===== src/rtl/fifo_uart_tx.sv =====
// UART transmitter fed from the read side of a synchronous FIFO.
// Pops one byte when idle, enabled and the FIFO is non-empty, then sends
// start, LSB-first data, optional even parity and stop bit(s).
module fifo_uart_tx #(
  parameter int unsigned DATA_WIDTH   = 8,
  parameter int unsigned CLKS_PER_BIT = 16,
  parameter int unsigned PARITY_EN    = 0,
  parameter int unsigned STOP_BITS    = 1
) (
  input  logic                  clk,
  input  logic                  reset,
  input  logic                  enable,
  input  logic                  fifo_empty,
  input  logic [DATA_WIDTH-1:0] fifo_data,
  output logic                  fifo_rd_en,
  output logic                  tx,
  output logic                  busy,
  output logic                  tx_done
);

  localparam int unsigned BAUD_W = (CLKS_PER_BIT > 1) ? $clog2(CLKS_PER_BIT) : 1;
  localparam int unsigned BIT_W  = $clog2(DATA_WIDTH + 1);

  localparam logic [BAUD_W-1:0] BAUD_LAST = BAUD_W'(CLKS_PER_BIT - 1);
  localparam logic [BIT_W-1:0]  DATA_LAST = BIT_W'(DATA_WIDTH - 1);
  // Stop bits reuse the bit counter; STOP_BITS is 1 or 2, always below DATA_WIDTH+1.
  localparam logic [BIT_W-1:0]  STOP_LAST = BIT_W'(STOP_BITS - 1);

  typedef enum logic [2:0] {
    S_IDLE,
    S_POP,
    S_LOAD,
    S_START,
    S_DATA,
    S_PARITY,
    S_STOP
  } state_e;

  state_e                state_q, state_d;
  logic [BAUD_W-1:0]     baud_q, baud_d;
  logic [BIT_W-1:0]      bit_q, bit_d;
  logic [DATA_WIDTH-1:0] shift_q, shift_d;
  logic                  parity_q, parity_d;
  logic                  tx_q, tx_d;
  logic                  rd_en_q, rd_en_d;
  logic                  busy_q, busy_d;
  logic                  done_q, done_d;
  logic                  baud_wrap;

  assign baud_wrap  = (baud_q == BAUD_LAST);
  assign fifo_rd_en = rd_en_q;
  assign tx         = tx_q;
  assign busy       = busy_q;
  assign tx_done    = done_q;

  // State and output registers; reset forces the line idle-high immediately.
  always_ff @(posedge clk or posedge reset) begin
    if (reset) begin
      state_q  <= S_IDLE;
      baud_q   <= '0;
      bit_q    <= '0;
      shift_q  <= '0;
      parity_q <= 1'b0;
      tx_q     <= 1'b1;
      rd_en_q  <= 1'b0;
      busy_q   <= 1'b0;
      done_q   <= 1'b0;
    end else begin
      state_q  <= state_d;
      baud_q   <= baud_d;
      bit_q    <= bit_d;
      shift_q  <= shift_d;
      parity_q <= parity_d;
      tx_q     <= tx_d;
      rd_en_q  <= rd_en_d;
      busy_q   <= busy_d;
      done_q   <= done_d;
    end
  end

  // Next-state and next-output logic; strobes default low, everything else holds.
  always_comb begin
    state_d  = state_q;
    baud_d   = baud_q;
    bit_d    = bit_q;
    shift_d  = shift_q;
    parity_d = parity_q;
    tx_d     = tx_q;
    busy_d   = busy_q;
    rd_en_d  = 1'b0;
    done_d   = 1'b0;

    case (state_q)
      S_IDLE: begin
        tx_d   = 1'b1;
        busy_d = 1'b0;
        if (enable && !fifo_empty) begin
          state_d = S_POP;
          rd_en_d = 1'b1;
          busy_d  = 1'b1;
        end
      end

      // FIFO pops on this edge; its data is valid during LOAD.
      S_POP: begin
        state_d = S_LOAD;
      end

      S_LOAD: begin
        shift_d  = fifo_data;
        parity_d = ^fifo_data;
        tx_d     = 1'b0;
        baud_d   = '0;
        bit_d    = '0;
        state_d  = S_START;
      end

      S_START: begin
        if (baud_wrap) begin
          baud_d  = '0;
          bit_d   = '0;
          tx_d    = shift_q[0];
          shift_d = shift_q >> 1;
          state_d = S_DATA;
        end else begin
          baud_d = baud_q + 1'b1;
        end
      end

      S_DATA: begin
        if (baud_wrap) begin
          baud_d = '0;
          if (bit_q == DATA_LAST) begin
            bit_d = '0;
            if (PARITY_EN != 0) begin
              tx_d    = parity_q;
              state_d = S_PARITY;
            end else begin
              tx_d    = 1'b1;
              state_d = S_STOP;
            end
          end else begin
            bit_d   = bit_q + 1'b1;
            tx_d    = shift_q[0];
            shift_d = shift_q >> 1;
          end
        end else begin
          baud_d = baud_q + 1'b1;
        end
      end

      S_PARITY: begin
        if (baud_wrap) begin
          baud_d  = '0;
          bit_d   = '0;
          tx_d    = 1'b1;
          state_d = S_STOP;
        end else begin
          baud_d = baud_q + 1'b1;
        end
      end

      S_STOP: begin
        tx_d = 1'b1;
        if (baud_wrap) begin
          baud_d = '0;
          if (bit_q == STOP_LAST) begin
            bit_d   = '0;
            busy_d  = 1'b0;
            done_d  = 1'b1;
            state_d = S_IDLE;
          end else begin
            bit_d = bit_q + 1'b1;
          end
        end else begin
          baud_d = baud_q + 1'b1;
        end
      end

      default: begin
        state_d = S_IDLE;
        tx_d    = 1'b1;
        busy_d  = 1'b0;
      end
    endcase
  end

endmodule


===== config.mk =====
export PLATFORM = sky130hd
export DESIGN_NAME = fifo_uart_tx
export DESIGN_NICKNAME = d
export VERILOG_FILES = /design/src/rtl/fifo_uart_tx.sv
export SDC_FILE = /design/constraint.sdc
export NUM_CORES = 1
export LEC_CHECK = 0
export CORE_MARGIN = 2
export CORE_UTILIZATION = 50
export CTS_BUF_LIST = sky130_fd_sc_hd__clkbuf_4 sky130_fd_sc_hd__clkbuf_8
export DETAILED_ROUTE_END_ITERATION = 16
export PLACE_DENSITY = 0.73
export SLEW_MARGIN = 20
export SYNTH_ARGS = -nofsm -noshare
export SYNTH_HDL_FRONTEND = slang
export SYNTH_SLANG_ARGS = --single-unit

===== constraint.sdc =====
create_clock -name clk -period 2.22 [get_ports clk]
set_input_delay 0.222 -clock clk [delete_from_list [all_inputs] [get_ports clk]]
set_output_delay 0.222 -clock clk [all_outputs]
set_load 0.02 [all_outputs]

==> results of run 1 <==
-- how the worst max path moves through the flow --
| stage | from | endpoint | slack (ns) | cells after the start |
|---|---|---|---|---|
| 2_1_floorplan | baud_q[0]$_DFFE_PP0P_ | shift_q[0]$_DFFE_PP0P_ | 0.67 | 6 |
| 3_3_place_gp | baud_q[0]$_DFFE_PP0P_ | shift_q[0]$_DFFE_PP0P_ | 0.51 | 5 |
| 3_5_place_dp | baud_q[0]$_DFFE_PP0P_ | bit_q[0]$_DFFE_PP0P_ | 0.40 | 5 |
| 4_1_cts | baud_q[0]$_DFFE_PP0P_ | bit_q[2]$_DFFE_PP0P_ | 0.39 | 5 |
| 5_1_grt | baud_q[0]$_DFFE_PP0P_ | bit_q[3]$_DFFE_PP0P_ | 0.24 | 5 |
| 6_report | baud_q[0]$_DFFE_PP0P_ | bit_q[3]$_DFFE_PP0P_ | 0.39 | 5 |
-- per-layer routing --
| metal | wire (um) | vias up | GRT usage (%) |
|---|---|---|---|
| li1 | - | 551 | - |
| met1 | 1357 | 563 | 25.34 |
| met2 | 1347 | 24 | 34.52 |
| met3 | 111 | 2 | 3.721 |
| met4 | 13 | 0 | 4.530 |
| met5 | 0 | - | 0 |
-- worst reg2reg max path: cells and delay by family (launching register included) --
| family | cells | cell delay, ns |
|---|---|---|
| flops | 1 | 0.40 |
| simple gates | 1 | 0.33 |
| fa+ha+maj | 1 | 0.24 |
| compound gates | 3 | 0.76 |
-- state kept, by name, summed over array words and instances, names as in the netlist --
register / flops
baud_q: 4
busy: 1
state_q: 3
bit_q: 4
shift_q: 8
tx: 1
fifo_rd_en: 1
tx_done: 1
-- stage by stage --
step / cells / instance area, um^2 / utilization (%) / hold WS (ns)
CTS: 183 / 1528 / 61.11 / 0.2523
detailed placement: 179 / 1498 / 59.91 / 0.4704
finish: 183 / 1528 / 61.11 / 0.2455
global route: 183 / 1528 / 61.11 / 0.2913
floorplan: 140 / 1331 / - / 0.2232
global placement: 179 / 1498 / 59.91 / 0.4672
-- area by class of cell --
class | instances | area, um^2 | share of cell area, %
tap | 30 | 37.54 | 2.457
clock buffer | 4 | 30.03 | 1.966
sequential | 23 | 576.8 | 37.76
timing repair buffer | 19 | 180.2 | 11.79
inverter | 7 | 26.28 | 1.720
multi-input combinational | 100 | 676.9 | 44.31
-- power by group --
part | total [mW] | internal (mW) | switching (mW)
combinational | 0.0462 | 0.0286 | 0.0175
sequential | 0.431 | 0.427 | 0.00436
clock | 0.206 | 0.0822 | 0.124
total | 0.683 | 0.538 | 0.145
-- cell families after synthesis --
family	count (synthesis)	synth area share, %
buf+inv	17	5.827
fa+ha+maj	4	3.572
compound gates	52	28.29
simple gates	43	18.33
xor+xnor	1	0.6580
flops	23	43.33
-- cell usage in the layout, fill, tap and decap left out, types with 2 or more instances in the layout --
cell type	synthesis	final
a31oi_1	3	3
nand2_1	8	8
a2bb2oi_1	7	7
o32ai_1	2	2
a21o_1	2	2
inv_1	7	7
clkbuf_4	0	4
dfrtp_1	22	22
clkdlybuf4s50_1	0	15
o221ai_1	2	2
o22ai_1	7	7
buf_4	0	4
nand3_1	8	8
nor3b_1	2	2
a21oi_1	8	8
and3_1	4	4
ha_1	3	3
nor2_1	3	3
nor3_1	4	4
o21ai_0	8	8
nand2b_1	3	3
nor2b_1	2	2
==> results.cfg, run 1 <==
[run_status]
outcome = completed

[floorplan]
row_count = 18
die_w_um = 55.60
die_h_um = 55.60
io_pins = 16
dieArea_um2 = 3091
coreArea_um2 = 2500
initial_core_util_pct = 53.25

[detailed_routing]
final_antenna_net_count = 0
drt_wl_total_mm = 2.830
first_pass_iters = 4
route.vias.total = 1140
vias_per_cell = 6.230
drc_errors = 0
routedWlPerCell_um = 15.46
drt_iter0_markers = 32

[critical_path]
crit_chain = ha_1 -> nand3_1 -> o21ai_0 -> o211a_1 -> a31oi_1
critPathArrivalTime_ns = 2.03
critical-path-slowest-cell = o21ai_0
reg2reg_depth = 5
critical-path-top-delay-family = compound AO/OA/AOI/OAI gates
rr_startpoint = baud_q[0]$_DFFE_PP0P_
crit_type = register to register
crit_path_max_incr_delay_ns = 0.42
worst-path-buf-inv = 0
cp.required_ns = 2.42
crit_path_start_kind = register
worst-path-max-fanout = 9
reg2reg_slack_ns = 0.39
r2r_end = bit_q[3]$_DFFE_PP0P_
endpoint_kind = register

[synthesis]
yosys_register_bits = 23
synth_nets = 155
syn_area_per_cell_um2 = 9.509
synth_edf_count = 0
synthArstFlopShare_pct = 100.0
synth_area_leaders = dfrtp_1 (41%), a2bb2oi_1 (4.6%), o22ai_1 (3.3%), a21oi_1 (3.0%), nand3_1 (3.0%)
ys.flop_type = dfrtp_1
synthDistinctLibCells = 48
synth_top_area_cell = dfrtp_1
ys_warn_count = 0
yosys-top-cells-count = dfrtp_1 (22), a21oi_1 (8), nand2_1 (8), nand3_1 (8), o21ai_0 (8)
netlist_area_um2 = 1331
netlist_instances = 140
yosysSeqAreaShare_pct = 43.33
synth_top_area_share_pct = 41.35
yosysMostFrequentCell = dfrtp_1

[sta]
clock.fmax_mhz = 547.2
setup_tns_ns = 0
post-route-period-util_pct = 82.32
hold_violations = 0
layout_setup_ws_ns = 0.3926
setup_viol = 0
period_minus_slack_ns = 1.827
max_slew_margin_pct = 67.07
fin_worst_skew_ns = 0.006695
worst_pin_slew_ns = 0.4906
grt_setup_unrepaired = false
report.final.slew_viol_count = 0

[clocking]
ctsLongestPathBuffers = 2
clk_latency_ns = 0.30
hold_buffers = 0
cts_resized = 0
cts_setup_buffers = 0
path_clk_slew_ns = 0.13
cts_sinks = 23
numCtsBuffers = 3
cts_max_level = 1
cts_tree = yes
clockRootBuffer = clkbuf_4

[grt]
grt_pass1_vias = 1177
antenna_found_initial = 0
grt_max_degree = 24
overflow = 0
grt_pass1_wl_mm = 5.092
grt_usage_pct = 19.78

[cells_and_area]
diodes = 0
final_nets = 169
fillCellCount = 217
area_growth_pct = 14.76
final_layout_size_suffix_gt1_share_pct = 8.497

[power]
p_total_mw = 0.6832
powerDensity_nw_per_um2 = 447.2
ir_worst_vdd_mv = 0.3377
p_leak_nw = 0.6751

[flow_run]
cap_viol_max_count = 0

[placed_design]
place_ws_ns = 0.3968
hpwl_mm = 1.984
gp_congestion = 0.8164
io_buffers = 15

[hold_path]
min_path_type = primary input to async pin
Power figures use the tool's default switching activity.
==> run 2, diff against run 1 <==
--- a/config.mk
+++ b/config.mk
@@ -9,7 +9,7 @@
 export CORE_UTILIZATION = 50
 export CTS_BUF_LIST = sky130_fd_sc_hd__clkbuf_4 sky130_fd_sc_hd__clkbuf_8
 export DETAILED_ROUTE_END_ITERATION = 16
-export PLACE_DENSITY = 0.73
+export PLACE_DENSITY = 0.76
 export SLEW_MARGIN = 20
 export SYNTH_ARGS = -nofsm -noshare
 export SYNTH_HDL_FRONTEND = slang
==> constraint.sdc (replaced) <==
create_clock -name clk -period 1.5 [get_ports clk]
set_input_delay 0.15 -clock clk [delete_from_list [all_inputs] [get_ports clk]]
set_output_delay 0.15 -clock clk [all_outputs]
set_load 0.02 [all_outputs]
==> results.cfg, run 2 (same netlist as run 1, synthesis figures left out) <==
[sta]
period_minus_slack_ns = 1.516
post-route-period-util_pct = 101.1
setup_tns_ns = -0.04475
clock.fmax_mhz = 659.4
hold_violations = 0
layout_setup_ws_ns = -0.01647
fin_worst_skew_ns = 0.006070
grt_setup_unrepaired = true
setup_viol = 6
max_slew_margin_pct = 76.14
worst_pin_slew_ns = 0.3546
report.final.slew_viol_count = 0

[floorplan]
row_count = 18
io_pins = 16
initial_core_util_pct = 53.25
die_h_um = 55.60
die_w_um = 55.60
dieArea_um2 = 3091
coreArea_um2 = 2500

[detailed_routing]
first_pass_iters = 4
drt_wl_total_mm = 3.165
route.vias.total = 1273
vias_per_cell = 6.210
final_antenna_net_count = 0
drc_errors = 0
routedWlPerCell_um = 15.44
drt_iter0_markers = 53

[grt]
grt_pass1_vias = 1281
grt_usage_pct = 21.35
grt_pass1_wl_mm = 5.375
grt_max_degree = 24
antenna_found_initial = 0
overflow = 0

[critical_path]
critPathArrivalTime_ns = 1.74
cp-endpoint = shift_q[0]$_DFFE_PP0P_
startpoint = bit_q[0]$_DFFE_PP0P_
endpoint_kind = register
r2r_end = shift_q[0]$_DFFE_PP0P_
crit_type = register to register
rr_startpoint = bit_q[0]$_DFFE_PP0P_
crit_path_start_kind = register
reg2reg_slack_ns = -0.02
reg2reg_depth = 5
worst-path-max-fanout = 8
cp.required_ns = 1.73

[hold_path]
min_path_type = primary input to async pin

[cells_and_area]
area_growth_pct = 30.83
layout_common_cells = buf_4 (25), dfrtp_1 (21), clkdlybuf4s50_1 (14), nand2_1 (8), a21oi_1 (8)
largest_reg_flops = 8
fillCellCount = 189
largestRegisters = shift_q x8, baud_q x4, bit_q x4
final_common_cell = buf_4
fin_cells = 205
top_register = shift_q
final_layout_size_suffix_gt1_share_pct = 26.86
final_nets = 191
final_area_um2 = 1742
diodes = 0

[flow_run]
cap_viol_max_count = 0

[clocking]
numCtsBuffers = 3
cts_max_level = 1
path_clk_slew_ns = 0.14
cts_tree = yes
hold_buffers = 0
cts_sinks = 23
clockRootBuffer = clkbuf_4
clk_latency_ns = 0.32
ctsLongestPathBuffers = 2

[power]
ir_worst_vdd_mv = 0.5304
p_leak_nw = 0.7891
powerDensity_nw_per_um2 = 583.5

[placed_design]
dp_cells = 195
place_ws_ns = -0.04374
hpwl_mm = 2.181
gp_congestion = 0.8430
io_buffers = 15
placed_area_um2 = 1622

[run_status]
outcome = finished with violations
violations = setup timing
## run 2: changes by cell type in the layout (fill, tap and decap cells not counted), sizes merged
cell and change:
dlygate4sd2 +1, clkbuf -1, buf +22, clkdlybuf4s50 -1, clkinv +1
## run 2: power by group
| part | switching (mW) | internal, mW | leakage [nW] |
|---|---|---|---|
| clock | 0.206 | 0.100 | 0.0177 |
| combinational | 0.0273 | 0.0434 | 0.498 |
| sequential | 0.00705 | 0.632 | 0.273 |
| total | 0.241 | 0.775 | 0.789 |
## run 2: area by class of cell
class                      instances  area, um^2  share of cell area (%)
multi-input combinational        100       724.4                   41.59
sequential                        23       578.1                   33.19
timing repair buffer              41       347.8                   19.97
tap                               30       37.54                   2.155
inverter                           7       26.28                   1.509
clock buffer                       3       22.52                   1.293
clock inverter                     1       5.005                  0.2874
## run 2: what timing repair did
action                                  in CTS  in global routing
buffers inserted                             3                  3
endpoints found under the setup margin      16                 17
pin swaps                                    2                  3
gates resized for setup                      6                 10
## run 2: per-layer routing
| layer | GRT usage, % | up-vias | wire (um) |
|---|---|---|---|
| met5 | 0 | - | 0 |
| met2 | 36.39 | 45 | 1551 |
| met4 | 10.80 | 0 | 53 |
| li1 | - | 598 | - |
| met3 | 2.791 | 7 | 151 |
| met1 | 26.39 | 623 | 1408 |
## run 2: worst min path at each step
| stage | end | start | slack (ns) |
|---|---|---|---|
| 6_report | shift_q[4]$_DFFE_PP0P_ | reset | 0.15 |
| 5_1_grt | state_q[1]$_DFFE_PP0P_ | reset | 0.18 |
| 4_1_cts | shift_q[4]$_DFFE_PP0P_ | reset | 0.16 |
| 3_5_place_dp | busy$_DFFE_PP0P_ | busy$_DFFE_PP0P_ | 0.48 |
| 3_3_place_gp | busy$_DFFE_PP0P_ | busy$_DFFE_PP0P_ | 0.47 |
| 2_1_floorplan | baud_q[0]$_DFFE_PP0P_ | reset | 0.15 |
## run 2: critical path, cell delays in order (launching register included)
cell,delay (ns)
dfrtp_1,0.40
ha_2,0.22
nand3b_1,0.09
a22o_2,0.24
a21boi_4,0.17
o2bb2a_1,0.30
## run 2: through the flow
| step | utilization [%] | power, mW | hold slack, ns |
|---|---|---|---|
| 6_report | 69.67 | 1.016 | 0.1512 |
| 5_1_grt | 69.67 | 1.054 | 0.1802 |
| 4_1_cts | 67.42 | 1.017 | 0.1635 |
| 3_5_place_dp | 64.86 | 0.7198 | 0.4756 |
| 3_3_place_gp | 64.86 | 0.7183 | 0.4662 |
| 2_1_floorplan | - | 0.6762 | 0.1512 |
==> run 3, diff against run 2 <==
--- a/config.mk
+++ b/config.mk
@@ -5,11 +5,14 @@
 export SDC_FILE = /design/constraint.sdc
 export NUM_CORES = 1
 export LEC_CHECK = 0
+export CAP_MARGIN = 20
 export CORE_MARGIN = 2
 export CORE_UTILIZATION = 50
 export CTS_BUF_LIST = sky130_fd_sc_hd__clkbuf_4 sky130_fd_sc_hd__clkbuf_8
+export CTS_CLUSTER_DIAMETER = 120
 export DETAILED_ROUTE_END_ITERATION = 16
 export PLACE_DENSITY = 0.76
+export SKIP_LAST_GASP = 1
 export SLEW_MARGIN = 20
 export SYNTH_ARGS = -nofsm -noshare
 export SYNTH_HDL_FRONTEND = slang
==> results.cfg, run 3 (same netlist as run 1, synthesis figures left out) <==
[run_status]
outcome = finished with violations
violations = setup timing

[cells_and_area]
final_nets = 191
area_growth_pct = 30.83
diodes = 0
seq_area_um2 = 578.1
fillCellCount = 189
multiInputGateArea_um2 = 724.4
largestRegisters = shift_q x8, baud_q x4, bit_q x4
layout_common_cells = buf_4 (25), dfrtp_1 (21), clkdlybuf4s50_1 (14), nand2_1 (8), a21oi_1 (8)
largest_reg_flops = 8
final_layout_size_suffix_gt1_share_pct = 26.86
top_register = shift_q
final_common_cell = buf_4

[floorplan]
die_w_um = 55.60
row_count = 18
dieArea_um2 = 3091
die_h_um = 55.60
coreArea_um2 = 2500
io_pins = 16
initial_core_util_pct = 53.25

[critical_path]
reg2reg_slack_ns = -0.02
critical-path-top-delay-family = compound AO/OA/AOI/OAI gates
crit_type = register to register
endpoint_kind = register
r2r_end = shift_q[0]$_DFFE_PP0P_
worst-path-buf-inv = 0
critPathArrivalTime_ns = 1.74
reg2reg_depth = 5
critical-path-slowest-cell = dfrtp_1
cp.required_ns = 1.73
rr_startpoint = bit_q[0]$_DFFE_PP0P_
crit_path_max_incr_delay_ns = 0.40
worst-path-max-fanout = 8
crit_path_start_kind = register
crit_chain = ha_2 -> nand3b_1 -> a22o_2 -> a21boi_4 -> o2bb2a_1

[grt]
grt_pass1_vias = 1281
grt_pass1_wl_mm = 5.375
antenna_found_initial = 0
grt_usage_pct = 21.35
grt_max_degree = 24
overflow = 0

[clocking]
hold_buffers = 0
cts_sinks = 23
numCtsBuffers = 3
clockRootBuffer = clkbuf_4
ctsLongestPathBuffers = 2
cts_tree = yes
path_clk_slew_ns = 0.14
clk_latency_ns = 0.32
cts_max_level = 1

[hold_path]
min_path_type = primary input to async pin

[detailed_routing]
vias_per_cell = 6.205
drt_iter0_markers = 48
drt_wl_total_mm = 3.169
route.vias.total = 1272
drc_errors = 0
routedWlPerCell_um = 15.46
first_pass_iters = 4
final_antenna_net_count = 0

[sta]
clock.fmax_mhz = 659.4
hold_violations = 0
period_minus_slack_ns = 1.516
grt_setup_unrepaired = true
fin_worst_skew_ns = 0.005815
worst_pin_slew_ns = 0.3546
max_slew_margin_pct = 76.14
layout_setup_ws_ns = -0.01645
setup_viol = 6
report.final.slew_viol_count = 0
setup_tns_ns = -0.04639
post-route-period-util_pct = 101.1

[placed_design]
gp_congestion = 0.8430
hpwl_mm = 2.181
io_buffers = 15
place_ws_ns = -0.04374

[power]
ir_worst_vdd_mv = 0.5303
swShare_pct = 23.69
clkPwrFrac_pct = 30.2
p_leak_nw = 0.7888
intPower_mw = 0.7754
seqPwrFrac_pct = 62.9
pwr-share-comb_pct = 7.0
powerDensity_nw_per_um2 = 583.5
switchingPower_mw = 0.2408

[flow_run]
cap_viol_max_count = 0
-- run 3: cell counts in the layout (fill, tap and decap cells not counted) --
No cell type changed its count.
-- run 3: routing by layer --
metal | vias up | track usage, % | share of wire, %
met3 | 9 | 2.791 | 4.9
met2 | 45 | 36.39 | 49
li1 | 597 | - | -
met4 | 0 | 10.80 | 2.1
met5 | - | 0 | 0
met1 | 621 | 26.39 | 44
-- run 3: timing repair --
action | 4_1_cts | 5_1_grt
resized for setup | 6 | 9
buffers inserted | 3 | 3
pin swaps | 2 | 3
endpoints found under the setup margin | 16 | 17
-- run 3: stage by stage --
stage	util, %	std cells	total power [mW]	cell area, um^2	hold slack, ns
global route	69.67	205	1.054	1742	0.1802
detailed placement	64.86	195	0.7198	1622	0.4756
finish	69.67	205	1.016	1742	0.1512
global placement	64.86	195	0.7183	1622	0.4662
CTS	67.42	202	1.017	1685	0.1635
floorplan	-	140	0.6762	1335	0.1512
-- run 3: power by group through the flow --
stage	sequential, mW	clock [mW]	combinational, mW
2_1_floorplan	0.652	0	0.0246
3_3_place_gp	0.649	0	0.0691
3_5_place_dp	0.650	0	0.0697
4_1_cts	0.638	0.309	0.0696
5_1_grt	0.641	0.334	0.0788
6_report	0.639	0.307	0.0707
-- run 3: worst max-delay path by stage --
stage | to | startpoint | cells past startpoint | slack, ns
4_1_cts | state_q[1]$_DFFE_PP0P_ | bit_q[0]$_DFFE_PP0P_ | 6 | 0.01
6_report | shift_q[0]$_DFFE_PP0P_ | bit_q[0]$_DFFE_PP0P_ | 5 | -0.02
3_3_place_gp | shift_q[5]$_DFFE_PP0P_ | state_q[0]$_DFFE_PP0P_ | 4 | 0.004
2_1_floorplan | bit_q[2]$_DFFE_PP0P_ | baud_q[0]$_DFFE_PP0P_ | 5 | 0.008
3_5_place_dp | shift_q[0]$_DFFE_PP0P_ | state_q[2]$_DFFE_PP0P_ | 4 | -0.04
5_1_grt | shift_q[6]$_DFFE_PP0P_ | state_q[0]$_DFFE_PP0P_ | 4 | -0.07
-- run 3: worst reg2reg max path: cells and delay by family (launching register included) --
kind                     cells  cell delay [ns]
adder cells (fa/ha/maj)      1             0.22
flip-flops                   1             0.40
AND/OR/NAND/NOR              1             0.09
AO/OA/AOI/OAI                3             0.71
-- run 3: final cells by class --
| class | instances | area share, % |
|---|---|---|
| multi-input cells | 100 | 41.59 |
| well taps | 30 | 2.155 |
| flip-flops and latches | 23 | 33.19 |
| clock inverters | 1 | 0.2874 |
| clock buffers | 3 | 1.293 |
| repair buffers | 41 | 19.97 |
| inverters | 7 | 1.509 |
==> RTL edit: new RTL, config.mk and constraints of run 3 <==
The 7 states of `state_e` get a one-hot encoding in 7 bits.
--- a/src/rtl/fifo_uart_tx.sv
+++ b/src/rtl/fifo_uart_tx.sv
@@ -26,14 +26,14 @@
   // Stop bits reuse the bit counter; STOP_BITS is 1 or 2, always below DATA_WIDTH+1.
   localparam logic [BIT_W-1:0]  STOP_LAST = BIT_W'(STOP_BITS - 1);
 
-  typedef enum logic [2:0] {
-    S_IDLE,
-    S_POP,
-    S_LOAD,
-    S_START,
-    S_DATA,
-    S_PARITY,
-    S_STOP
+  typedef enum logic [6:0] {
+    S_IDLE   = 7'b0000001,
+    S_POP    = 7'b0000010,
+    S_LOAD   = 7'b0000100,
+    S_START  = 7'b0001000,
+    S_DATA   = 7'b0010000,
+    S_PARITY = 7'b0100000,
+    S_STOP   = 7'b1000000
   } state_e;
 
   state_e                state_q, state_d;
Behaviour: no difference found for any inputs over 10 cycles, from zero or initial values and one cycle with reset high; not proved beyond that.
==> RTL edit against run 3 <==
- the run still ends with setup timing left
- area after synthesis is 12% higher
- cell area grew 40%
- setup slack got worse by 0.42 ns
- routed wire length up 85%
- global-route usage is 9.0 points higher
- critical path type unchanged
- sequential cell count grew 3
- fmax down 22%
- sequential share of layout area decreased by 6.2 points
- highest routed layer unchanged
Power is not compared: it rests on default switching activity, and its combinational part moved more than twofold at a synthesized area within 25%.
==> RTL edit: results (changes against run 3) <==
- In this run the worst setup path begins at state_q[1]$_DFFE_PP0P_.
- The weighted congestion at the end of routability-driven global placement was 0.895 (+6.2%).
* Total number of vias: 1745 (+37%)
* Count of unique library cells instantiated by Yosys: 47 (-2.1%)
* Count of filler cells inserted in the layout: 126 (-33%)
* Cell depth of the worst flop-to-flop path: 7 (+2)
- Standard cell area after detailed placement: 1930 um2 (+19%)
- Number of nets in the finished design: 260 (+36%)
* Worst hold margin: 0.148 ns (-0.00370 ns)
- Global-route wire length before repair: 7820 um (+46%)
* Largest net degree at the start of global routing: 27 (+13%)
- Placed Cells: 239 (+23%)
* Routed wire length: 5880 um (+85%)
- The net count after synthesis came to 180 (+16%).
- Synthesized-area fraction occupied by xor and xnor cells: 0.0175 (+0.0110)
- Area fraction in compound gates after synthesis: 0.195 (-0.0882)
- The number of DRC markers after the initial detailed-route iteration was 206 (+330%).
- Total of endpoints with negative setup slack in the final report: 24 (+18)
* Iteration count of the initial detailed-routing pass: 5 (+1)
- Registers with the most flip-flops: shift_q x8, state_q x6
- Cell types with the largest area share after synthesis: sky130_fd_sc_hd__dfrtp_1, sky130_fd_sc_hd__nand2_1, sky130_fd_sc_hd__nor2_1
- Top cell types by occurrence after synthesis: sky130_fd_sc_hd__dfrtp_1, sky130_fd_sc_hd__nand2_1, sky130_fd_sc_hd__nor2_1
- The worst-case setup margin in the final layout was -0.435 ns (-0.418 ns).
- The average routed wire per standard cell was 21.4 um (+38%).
* Mean cell area of the mapped netlist: 9.08 um2 (-4.5%)
- The proportion of layout cells with a drive suffix above 1 was 0.492 (+0.223).
- The maximum fanout encountered on the critical timing path was 4 (-4).
- Delay contributed by the slowest stage of the critical path: 0.48 ns (+0.08 ns)
* Global router's overall resource usage: 0.304 (+0.0901)
* Multiplexer share of the synthesized area: 0.0201 (+0.0201)
- The post-cts resize count was 44 (+38).
- Grouping stages by cell kind, the critical path spends the most delay in simple AND/OR/NAND/NOR gates.
- The clock latency at the later pin of the worst-skew pair came to 0.34 ns (+0.02 ns).
- Worst setup slack before clock tree synthesis: -0.409 ns (-0.365 ns)
- Failing checks: setup timing
- The flow ran to the end, but the final reports show violations.
- The number of buffers added for setup after CTS is 22 (+19).
- Data arrival, critical path: 2.20 ns (+0.46 ns)
- The accumulated negative setup slack was -7.62 ns (-7.57 ns).
- The post-synthesis share of cell area spent on full adders, half adders and majority gates was 0.0251 (-0.0107).
- Worst Clk Skew: 0.0137 ns (+0.00793 ns)
- The HPWL after detailed placement was 2650 um (+21%).
-- RTL edit: cell types whose count changed after synthesis, sizes merged, moves of 4 or more --
cell and delta:
o21ai +6, and3 -4, o22ai -7, nand2 +15
a2bb2oi -7, a31oi +5, nor2 +16
-- RTL edit: area by class of cell --
cell class / count / area, um2 / share of cell area
multi-input combinational: 124 / 961 / 0.393
tap: 31 / 38.8 / 0.0159
clock buffer: 4 / 36.3 / 0.0148
inverter: 8 / 30.0 / 0.0123
sequential: 26 / 659 / 0.270
timing repair buffer: 82 / 719 / 0.294
-- RTL edit: logic make-up (layout without fill, tap and decap cells) --
logic type               Yosys count  after routing
adder cells (fa/ha/maj)            3              3
multiplexers                       3              3
buffers and inverters             16             94
AND/OR/NAND/NOR                   74             74
flip-flops                        26             26
AO/OA/AOI/OAI                     40             41
XOR/XNOR                           3              3
-- RTL edit: per-layer routing --
layer	wire length (um)	track usage	up-vias
met4	380	0.153	0
met5	0	0	-
li1	-	-	743
met1	2060	0.345	834
met2	3000	0.529	117
met3	438	0.0725	51
-- RTL edit: where the power goes --
group / switching [mW] / leakage (nW) / total (mW) / internal (mW)
sequential: 0.147 / 0.312 / 1.01 / 0.865
clock: 0.226 / 0.0210 / 0.375 / 0.149
combinational: 0.637 / 0.808 / 1.29 / 0.654
-- RTL edit: worst register-to-register path, stage by stage (launching register included) --
cell and delay [ns]:
sky130_fd_sc_hd__dfrtp_2 0.48, sky130_fd_sc_hd__buf_6 0.14, sky130_fd_sc_hd__nor4_4 0.35, sky130_fd_sc_hd__buf_4 0.17, sky130_fd_sc_hd__nand2_1 0.08, sky130_fd_sc_hd__o21ai_2 0.22
sky130_fd_sc_hd__or3_4 0.21, sky130_fd_sc_hd__mux2i_1 0.21
